[src/rtl/alu_pkg.sv]
// Shared types for the multi-cycle ALU.
//   alu_op_e      : 4-bit operation encoding on the alu_mc op port
//   state_e       : control FSM states of alu_mc
//   is_multicycle : true for ops served by the iterative mul/div engine
package alu_pkg;

  typedef enum logic [3:0] {
    ADD   = 4'd0,
    SUB   = 4'd1,
    AND   = 4'd2,
    OR    = 4'd3,
    XOR   = 4'd4,
    SLL   = 4'd5,
    SRL   = 4'd6,
    SRA   = 4'd7,
    SLT   = 4'd8,
    SLTU  = 4'd9,
    MUL   = 4'd10,
    MULHU = 4'd11,
    DIVU  = 4'd12,
    REMU  = 4'd13
  } alu_op_e;

  typedef enum logic [1:0] {
    IDLE,
    BUSY,
    DONE
  } state_e;

  function automatic logic is_multicycle(alu_op_e op);
    return op inside {MUL, MULHU, DIVU, REMU};
  endfunction

endpackage

[src/rtl/alu_muldiv_iter.sv]
// Iterative unsigned multiply / restoring divide engine, one bit per cycle.
//   clk, rst : clock, synchronous active-high reset
//   start    : load operands and begin WIDTH iterations
//   mode     : 0 = multiply (a*b), 1 = divide (a/b)
//   a, b     : operands captured on start
//   lo, hi   : register contents after the step taken this cycle
//              (mul: low/high product half, div: quotient/remainder)
//   done     : the step taken this cycle is the last one
module alu_muldiv_iter #(
  parameter int WIDTH = 32
) (
  input  logic             clk,
  input  logic             rst,
  input  logic             start,
  input  logic             mode,
  input  logic [WIDTH-1:0] a,
  input  logic [WIDTH-1:0] b,
  output logic [WIDTH-1:0] lo,
  output logic [WIDTH-1:0] hi,
  output logic             done
);

  localparam int CNT_W = $clog2(WIDTH) + 1;

  logic [CNT_W-1:0] cnt;
  logic [WIDTH-1:0] hi_q, lo_q, opnd;
  logic             mode_q;
  logic [WIDTH:0]   mul_sum, div_sh;
  logic             take;

  // Post-step values are exported so the caller can register the final
  // result on the same edge as the last step.
  always_comb begin
    mul_sum = {1'b0, hi_q} + (lo_q[0] ? {1'b0, opnd} : '0);
    div_sh  = {hi_q, lo_q[WIDTH-1]};
    // Unsigned compare (not a borrow bit) so a zero divisor always subtracts,
    // giving an all-ones quotient and remainder == dividend.
    take    = (div_sh >= {1'b0, opnd});
    if (!mode_q) begin
      {hi, lo} = {mul_sum, lo_q[WIDTH-1:1]};
    end else begin
      hi = take ? WIDTH'(div_sh - {1'b0, opnd}) : div_sh[WIDTH-1:0];
      lo = {lo_q[WIDTH-2:0], take};
    end
  end

  assign done = (cnt == CNT_W'(1));

  always_ff @(posedge clk) begin
    if (rst) begin
      cnt    <= '0;
      hi_q   <= '0;
      lo_q   <= '0;
      opnd   <= '0;
      mode_q <= 1'b0;
    end else if (start) begin
      cnt    <= CNT_W'(WIDTH);
      hi_q   <= '0;
      lo_q   <= mode ? a : b;
      opnd   <= mode ? b : a;
      mode_q <= mode;
    end else if (cnt != '0) begin
      cnt  <= cnt - CNT_W'(1);
      hi_q <= hi;
      lo_q <= lo;
    end
  end

endmodule

[src/rtl/alu_mc.sv]
// Multi-cycle integer ALU with valid/ready handshakes on input and output.
//   clk, rst             : clock, synchronous active-high reset
//   in_valid / in_ready  : input handshake (ready only in IDLE)
//   op, a, b             : operation (alu_op_e encoding) and operands
//   out_valid / out_ready: output handshake (valid only in DONE)
//   result               : registered operation result
//   eq                   : a == b for the accepted operands
//   zero                 : result == 0
module alu_mc
  import alu_pkg::*;
#(
  parameter int WIDTH = 32
) (
  input  logic             clk,
  input  logic             rst,
  input  logic             in_valid,
  output logic             in_ready,
  input  logic [3:0]       op,
  input  logic [WIDTH-1:0] a,
  input  logic [WIDTH-1:0] b,
  output logic             out_valid,
  input  logic             out_ready,
  output logic [WIDTH-1:0] result,
  output logic             eq,
  output logic             zero
);

  localparam int SH_W = $clog2(WIDTH);

  state_e           state, state_n;
  alu_op_e          op_in, op_q;
  logic             hs, mc_in, eng_done;
  logic [SH_W-1:0]  shamt;
  logic [WIDTH-1:0] alu_res, eng_lo, eng_hi, eng_res;

  assign op_in     = alu_op_e'(op);
  assign in_ready  = (state == IDLE);
  assign out_valid = (state == DONE);
  assign hs        = in_valid && in_ready;
  assign mc_in     = is_multicycle(op_in);
  assign shamt     = b[SH_W-1:0];
  assign eng_res   = (op_q == MULHU || op_q == REMU) ? eng_hi : eng_lo;

  // Single-cycle datapath; undefined encodings fall through to ADD.
  always_comb begin
    alu_res = a + b;
    case (op_in)
      SUB:     alu_res = a + ~b + WIDTH'(1);
      AND:     alu_res = a & b;
      OR:      alu_res = a | b;
      XOR:     alu_res = a ^ b;
      SLL:     alu_res = a << shamt;
      SRL:     alu_res = a >> shamt;
      SRA:     alu_res = $signed(a) >>> shamt;
      SLT:     alu_res = {{(WIDTH-1){1'b0}}, $signed(a) < $signed(b)};
      SLTU:    alu_res = {{(WIDTH-1){1'b0}}, a < b};
      default: alu_res = a + b;
    endcase
  end

  alu_muldiv_iter #(
    .WIDTH(WIDTH)
  ) u_iter (
    .clk   (clk),
    .rst   (rst),
    .start (hs && mc_in),
    .mode  (op_in == DIVU || op_in == REMU),
    .a     (a),
    .b     (b),
    .lo    (eng_lo),
    .hi    (eng_hi),
    .done  (eng_done)
  );

  always_ff @(posedge clk) begin
    if (rst) state <= IDLE;
    else     state <= state_n;
  end

  always_comb begin
    state_n = state;
    case (state)
      IDLE:    if (hs) state_n = mc_in ? BUSY : DONE;
      BUSY:    if (eng_done) state_n = DONE;
      DONE:    if (out_ready) state_n = IDLE;
      default: state_n = IDLE;
    endcase
  end

  always_ff @(posedge clk) begin
    if (rst) begin
      result <= '0;
      eq     <= 1'b0;
      zero   <= 1'b0;
      op_q   <= ADD;
    end else if (hs) begin
      eq   <= (a == b);
      op_q <= op_in;
      if (!mc_in) begin
        result <= alu_res;
        zero   <= (alu_res == '0);
      end
    end else if (state == BUSY && eng_done) begin
      result <= eng_res;
      zero   <= (eng_res == '0);
    end
  end

endmodule

[config.mk]
export PLATFORM = sky130hd
export DESIGN_NAME = alu_mc
export DESIGN_NICKNAME = d
export VERILOG_FILES = /design/src/rtl/alu_pkg.sv /design/src/rtl/alu_muldiv_iter.sv /design/src/rtl/alu_mc.sv
export SDC_FILE = /design/constraint.sdc
export NUM_CORES = 1
export LEC_CHECK = 0
export BUFFER_PORTS_ARGS = -buffer_cell sky130_fd_sc_hd__buf_4
export CAP_MARGIN = 5
export CORE_ASPECT_RATIO = 0.9
export CORE_MARGIN = 3
export CORE_UTILIZATION = 25
export CTS_CLUSTER_DIAMETER = 100
export DETAILED_ROUTE_END_ITERATION = 10
export GPL_TIMING_DRIVEN = 1
export PLACE_DENSITY = 0.39
export REMOVE_ABC_BUFFERS = 1
export SKIP_LAST_GASP = 1
export SYNTH_ARGS = -nofsm -noshare
export SYNTH_HDL_FRONTEND = slang
export SYNTH_HIERARCHICAL = 1
export SYNTH_SLANG_ARGS = --single-unit
export TNS_END_PERCENT = 10
[constraint.sdc]
create_clock -name clk -period 6.09 [get_ports clk]
set_input_delay 1.218 -clock clk [delete_from_list [all_inputs] [get_ports clk]]
set_output_delay 1.218 -clock clk [all_outputs]
set_load 0.05 [all_outputs]
# [Word-level counts from Yosys, hierarchy flattened]
# Cells that the tools add are included.
[op_classes] eq_ne=23 shifts=3 bitwise=4 n_reduce_logical=15 add_sub_neg=6 magnitude_cmp=3 n_mux=23
[ops] op="32-bit 2-to-1 mux" count=12
[ops] op="32-bit case mux with 9 select lines" count=1
[ops] op="32-bit adder" count=2
[ops] op="32-bit zero test" count=2
[ops] op="32-bit less-than comparator" count=2
[ops] op="32-bit by 32-bit adder with 33-bit output" count=1
[ops] op="33-bit by 32-bit >= comparator with 1-bit output" count=1
[ops] op="32-bit by 1-bit adder with 32-bit output, second input constant" count=1
[ops] op="32-bit bitwise AND" count=1
[ops] op="32-bit == test" count=1
[ops] op="4-bit == test, second input constant" count=8
[ops] op="32-bit inverter" count=1
[ops] op="32-bit OR" count=1
[ops] op="32-bit by 5-bit << shifter with 32-bit output" count=1
[ops] op="32-bit by 5-bit right shift with 32-bit output" count=1
[ops] op="32-bit by 5-bit >>> shifter with 32-bit output" count=1
[ops] op="32-bit subtractor" count=1
[ops] op="32-bit bitwise XOR" count=1
[ops] op="4-bit by 3-bit == test with 1-bit output, second input constant" count=4
[ops] op="6-bit 2-to-1 mux" count=2
[ops] op="4-bit by 2-bit == test with 1-bit output, second input constant" count=2
[ops] op="2-bit 2-to-1 mux" count=4
[ops] op="6-bit by 1-bit == test with 1-bit output, second input constant" count=1
[ops] op="2-bit case mux with 3 select lines" count=1
[ops] op="16 further kinds" count=24
[word_totals] inputBits=72 wordCells=88 ff_bits=143 output_inout_bits=36

# [Logic depth before layout (Yosys ltp)]
[depth] word_depth=7 mapped_depth=21 depth_no_buf=19

# [By module]
# Netlist, hierarchy kept.
[by_module_without_submodules] module="alu_mc" cells_each=1832 n_inst=1 area_per_inst_um2=12859.8 seq_area_each_um2=800.8
[by_module_without_submodules] module="alu_muldiv_iter" cells_each=1215 n_inst=1 area_per_inst_um2=9550.4 seq_area_each_um2=2062.0

# [Worst setup path after synthesis]
# OpenSTA, ideal clock, no wires.
[synth_path] path_type="input to register" startpoint="input port b[3]" endpoint="register zero" t_required_ns=6.003 setup_ns=0.087 path_stages=17 path_slack_ns=0.995 path_buffers=5 t_arrival_ns=5.008 cell_sequence="buf_2 -> buf_2 -> inv_1 -> buf_2 -> clkbuf_1 -> clkbuf_1 -> ha_1 -> and3_1 -> a221oi_1 -> o21a_1 -> o21a_1 -> o21ai_0 -> a221o_1 -> a211o_1 -> nor4_1 -> nand4_1 -> o31ai_1"
[synth_via] elab_chain_len=7 word_cells_on_any_way=16 cone_classes="add/sub (3); order compare (2); shift (3); mux (3); bitwise (4); reduce/logical (1)"
[synth_rtl] element="start: declaration" line="alu_mc.sv:20" text="input logic [WIDTH-1:0] b,"
[synth_rtl] element="32-bit inverter" line="alu_mc.sv:48" text="SUB: alu_res = a + ~b + WIDTH'(1);"
[synth_rtl] element="32-bit adder" line="alu_mc.sv:48"
[synth_rtl] element="32-bit by 1-bit adder with 32-bit output" line="alu_mc.sv:48"
[synth_rtl] element="32-bit case mux with 9 select lines (*)" line="alu_mc.sv:47" text="case (op_in)"
[synth_rtl] element="32-bit zero test (*)" line="alu_mc.sv:101" text="zero <= (alu_res == '0);"
[synth_rtl] element="1-bit 2-to-1 mux (*)" line="alu_mc.sv:99" text="if (!mc_in) begin"
[synth_rtl] element="1-bit 2-to-1 mux (*)" line="alu_mc.sv:96" text="end else if (hs) begin"
[synth_rtl] element="end signal: assignment" line="alu_mc.sv:101"
[synth_rtl] element="end signal: assignment" line="alu_mc.sv:105" text="zero <= (eng_res == '0);"
[synth_rtl] element="end: declaration" line="alu_mc.sv:25" text="output logic zero"
# Every way passes the cells marked *; elsewhere a longest branch is shown, timed or not. The select of a mux whose other input is x is not followed.
# A chain may end at the register's enable or synchronous reset.

# [Worst setup path in the final report]
[layout_path] startpoint="register u_iter.opnd[19]" endpoint="register zero"
[layout_via] elab_chain_len=7 word_cells_on_any_way=11 cone_classes="add/sub (2); order compare (1); mux (7); reduce/logical (1)"
[layout_rtl] element="start: declaration" line="alu_muldiv_iter.sv:26" text="logic [WIDTH-1:0] hi_q, lo_q, opnd;"
[layout_rtl] element="start signal: assignment" line="alu_muldiv_iter.sv:60" text="opnd <= mode ? b : a;"
[layout_rtl] element="32-bit 2-to-1 mux (tied with other cells)" line="alu_muldiv_iter.sv:34" text="mul_sum = {1'b0, hi_q} + (lo_q[0] ? {1'b0, opnd} : '0);"
[layout_rtl] element="32-bit by 32-bit adder with 33-bit output / 32-bit 2-to-1 mux (equally long branches)" line="alu_muldiv_iter.sv:34, alu_muldiv_iter.sv:42"
[layout_rtl] element="32-bit 2-to-1 mux (*)" line="alu_muldiv_iter.sv:39" text="if (!mode_q) begin"
[layout_rtl] element="named net eng_hi[27]" line="alu_mc.sv:34" text="logic [WIDTH-1:0] alu_res, eng_lo, eng_hi, eng_res;"
[layout_rtl] element="32-bit 2-to-1 mux (*)" line="alu_mc.sv:42" text="assign eng_res = (op_q == MULHU || op_q == REMU) ? eng_hi : eng_lo;"
[layout_rtl] element="32-bit zero test (*)" line="alu_mc.sv:105"
[layout_rtl] element="1-bit 2-to-1 mux (*)" line="alu_mc.sv:103" text="end else if (state == BUSY && eng_done) begin"
[layout_rtl] element="1-bit 2-to-1 mux (*)" line="alu_mc.sv:96"
# The timed path passes the listed nets; every way through them passes the cells marked *. The select of a mux whose other input is x is not followed.

==> results.toml <==
[cts]
ctsHtreeMaxLevel = 4
cts.repair.resized = 0
clock_sinks = 143
tritoncts = "built"
worstSkewPairLatency_ns = 0.45
cts.path.max_buffers = 2
holdBufCountCts = 0
cts_setup_buffers = 0
cts-root-buf = "clkbuf_16"
path_clk_slew_ns = 0.07
cts_buffers = 17

[synthesis]
syn_avg_cell_area_um2 = 7.35
synth_edf_count = 0
synth_area_leaders = "dfxtp_1, ha_1, mux2i_1"
yosysTopAreaCellShare_pct = 12.8
synth_cell_type_count = 101
ys_seq_elements = 143
ys_seq_area_share_pct = 12.8
yosysWarnings = 6
netlist_instances = 3047
async_flop_share_pct = 0
yosysTopAreaCell = "dfxtp_1"
netlist_area_um2 = 22400
ys.flop_type = "dfxtp_1"

[detailed_routing]
drc_errors = 0
vias_per_cell = 6.11
ant_nets = 0
routed-via-count = 25800
firstDrtPassIters = 6
drt_iter0_markers = 3073
wl_per_cell_um = 31.8
drt_wl_total_mm = 134

[critical_path]
crit_path_cell_trace = "inv_1, ha_1, nand4_1, nor3_1, nand4_1, a21oi_1, a2111o_1, a21o_1, buf_4, mux2_2, mux2_4, mux2i_1, nand4_1, nor3_1, nand4_1, a21o_1, o31ai_1"
worst_setup_path_start_kind = "flop"
critPathCaptureType = "flop"
crit_top_cell = "nand4_1"
max_stage_delay_ns = 0.69
cp.arrival_ns = 6.15
cp_max_fo = 24
critical_path_class = "flop to flop"
required_ns = 6.45
cp_slowest_cell = "mux2i_1"

[grt]
gr-total-overflow = 0
antenna_found_initial = 11
gr-usage-all-layers_pct = 27.7
grt_max_degree = 130
grt_pass1_wl_mm = 189
grt_pass1_vias = 24400

[floorplan]
row_count = 103
io_pins = 108
die_x_um = 322
initial_core_util_pct = 25.4
core_um2 = 88300
die_h_um = 290
die_area_um2 = 93300

[place]
dpl.hpwl_mm = 105
portBuffers = 107
dp_slack_ns = 0.401
gp_congestion = 0.985

[sta]
fin_skew_ns = 0.0172
relSlewSlack_pct = 4.26
setup_tns_ns = 0
max_freq_mhz = 173
rsz0062_at_grt = "false"
setup_ws_ns = 0.305
worstMarginPinSlew_ns = 1.43
drv_slew = 0
min_period_ns = 5.78
finalHoldViolations = 0
setup_viol = 0
fin_crit_sh_pct = 95.0

[final_layout]
fin_util_pct = 28.6
final_net_count = 3292
syn_to_final_growth_pct = 12.8
layout-drive-gt1-share_pct = 14.6

[outcome]
outcome = "finished clean"

[power]
totalPowerFinal_w = 0.00788
power.density_nw_per_um2 = 312
p_leak_nw = 10.3
peakVddDrop_mv = 0.267

[hold_path]
hp-class = "flop to flop"

[run]
drv_cap = 0
-- path summary, 6_finish.rpt --
kind,start,endpoint,slack (ns),depth (start not counted)
setup reg to reg,u_iter/opnd[19],zero,0.31,17
hold / removal,result[9],result[9],0.45,2
setup / recovery,u_iter/opnd[19],zero,0.31,17
hold reg to reg,result[9],result[9],0.45,2
-- layout by cell type (no fill, tap or decap), types with 19 or more instances in the layout --
cell        n
o22ai_1    30
nand4_1    49
dfxtp_1   142
mux2i_1   178
a21oi_1   212
a22oi_1    22
xor2_1     23
nor2_1    251
nor4_1     32
o211ai_1   55
inv_1     157
and2_1     49
a31oi_1    36
nand2b_1   21
mux4_2     42
buf_4     215
ha_1      163
nor2b_1    61
xnor2_1    47
mux2_2     96
o21a_1     19
o21ai_0   159
a221oi_1   21
a211oi_1   78
o31ai_1    32
nor3_1     85
nand2_1   286
nand3_1    73
a21o_1     56
-- flip-flops by register name (all words and copies together) (netlist names) --
| signal | count |
|---|---|
| result | 32 |
| u_iter/hi_q | 32 |
| u_iter/lo_q | 32 |
| u_iter/opnd | 32 |
| u_iter/cnt | 6 |
| op_q | 4 |
| state | 2 |
| eq | 1 |
| u_iter/mode_q | 1 |
| zero | 1 |
-- cell type report --
type	count	area, um2
Timing Repair Buffer	218	1670
Antenna cell	1	2.50
Clock buffer	20	478
Clock inverter	12	194
Inverter	163	612
Multi-Input combinational cell	2510	18000
Tap cell	1155	1450
Fill cell	9675	63000
Sequential cell	143	2870
-- cell usage after synthesis (14+ instances only) --
master    count
ha_1        163
nand2_1     288
nor4_1       32
or3_1        15
o31ai_1      32
mux2_2       96
inv_1       157
clkbuf_1    158
a21o_1       56
nor2_1      253
a21oi_1     213
nand4_1      49
o22ai_1      30
o21ai_0     159
o211a_1      16
a211oi_1     78
dfxtp_1     143
a22oi_1      22
and2_1       49
a31oi_1      36
buf_2        29
xor2_1       23
nand2b_1     21
o221ai_1     15
nand3_1      73
nor2b_1      61
mux2i_1     178
mux4_2       42
and3_1       18
buf_1        34
or2_2        14
o21a_1       19
xnor2_1      47
nor3_1       85
o211ai_1     55
a221oi_1     21
-- cell families (layout without fill, tap and decap cells) --
logic type | after synthesis | count (layout) | share of synthesized area (%)
XOR/XNOR | 70 | 70 | 2.74
AO/OA/AOI/OAI | 941 | 941 | 28.7
adder cells (fa/ha/maj) | 167 | 167 | 9.46
other | 0 | 1 | 0
multiplexers | 323 | 323 | 17.4
buffers and inverters | 394 | 413 | 7.12
AND/OR/NAND/NOR | 1009 | 1009 | 21.8
flip-flops | 143 | 143 | 12.8
-- worst max-delay path: cells and delay by family (launching register included) --
kind	cells	cell delay [ns]
AND/OR/NAND/NOR	6	1.88
multiplexers	3	1.35
AO/OA/AOI/OAI	5	1.14
adder cells (fa/ha/maj)	1	0.56
buffers and inverters	2	0.42
flip-flops	1	0.35
-- per-stage QoR --
stage | cell area (um2) | hold WS, ns | std cells
after floorplan | 21400 | 0.421 | 2816
after global placement | 24600 | 0.442 | 4189
after detailed placement | 24600 | 0.445 | 4189
after CTS | 25300 | 0.454 | 4221
after global routing | 25300 | 0.469 | 4221
final | 25300 | 0.453 | 4222
-- per-layer routing --
layer,share of wire [%],GRT usage (%)
met5,0.043,0
met2,41,39.7
met1,48,42.2
met3,8.2,4.69
met4,2.8,7.07
-- power by group --
part / switching [W] / internal, W / total, W
combinational: 0.00348 / 0.00191 / 0.00539
clock: 0.000489 / 0.000744 / 0.00123
sequential: 0.000171 / 0.00109 / 0.00126
Note: power is estimated with default switching activity, not from simulation.
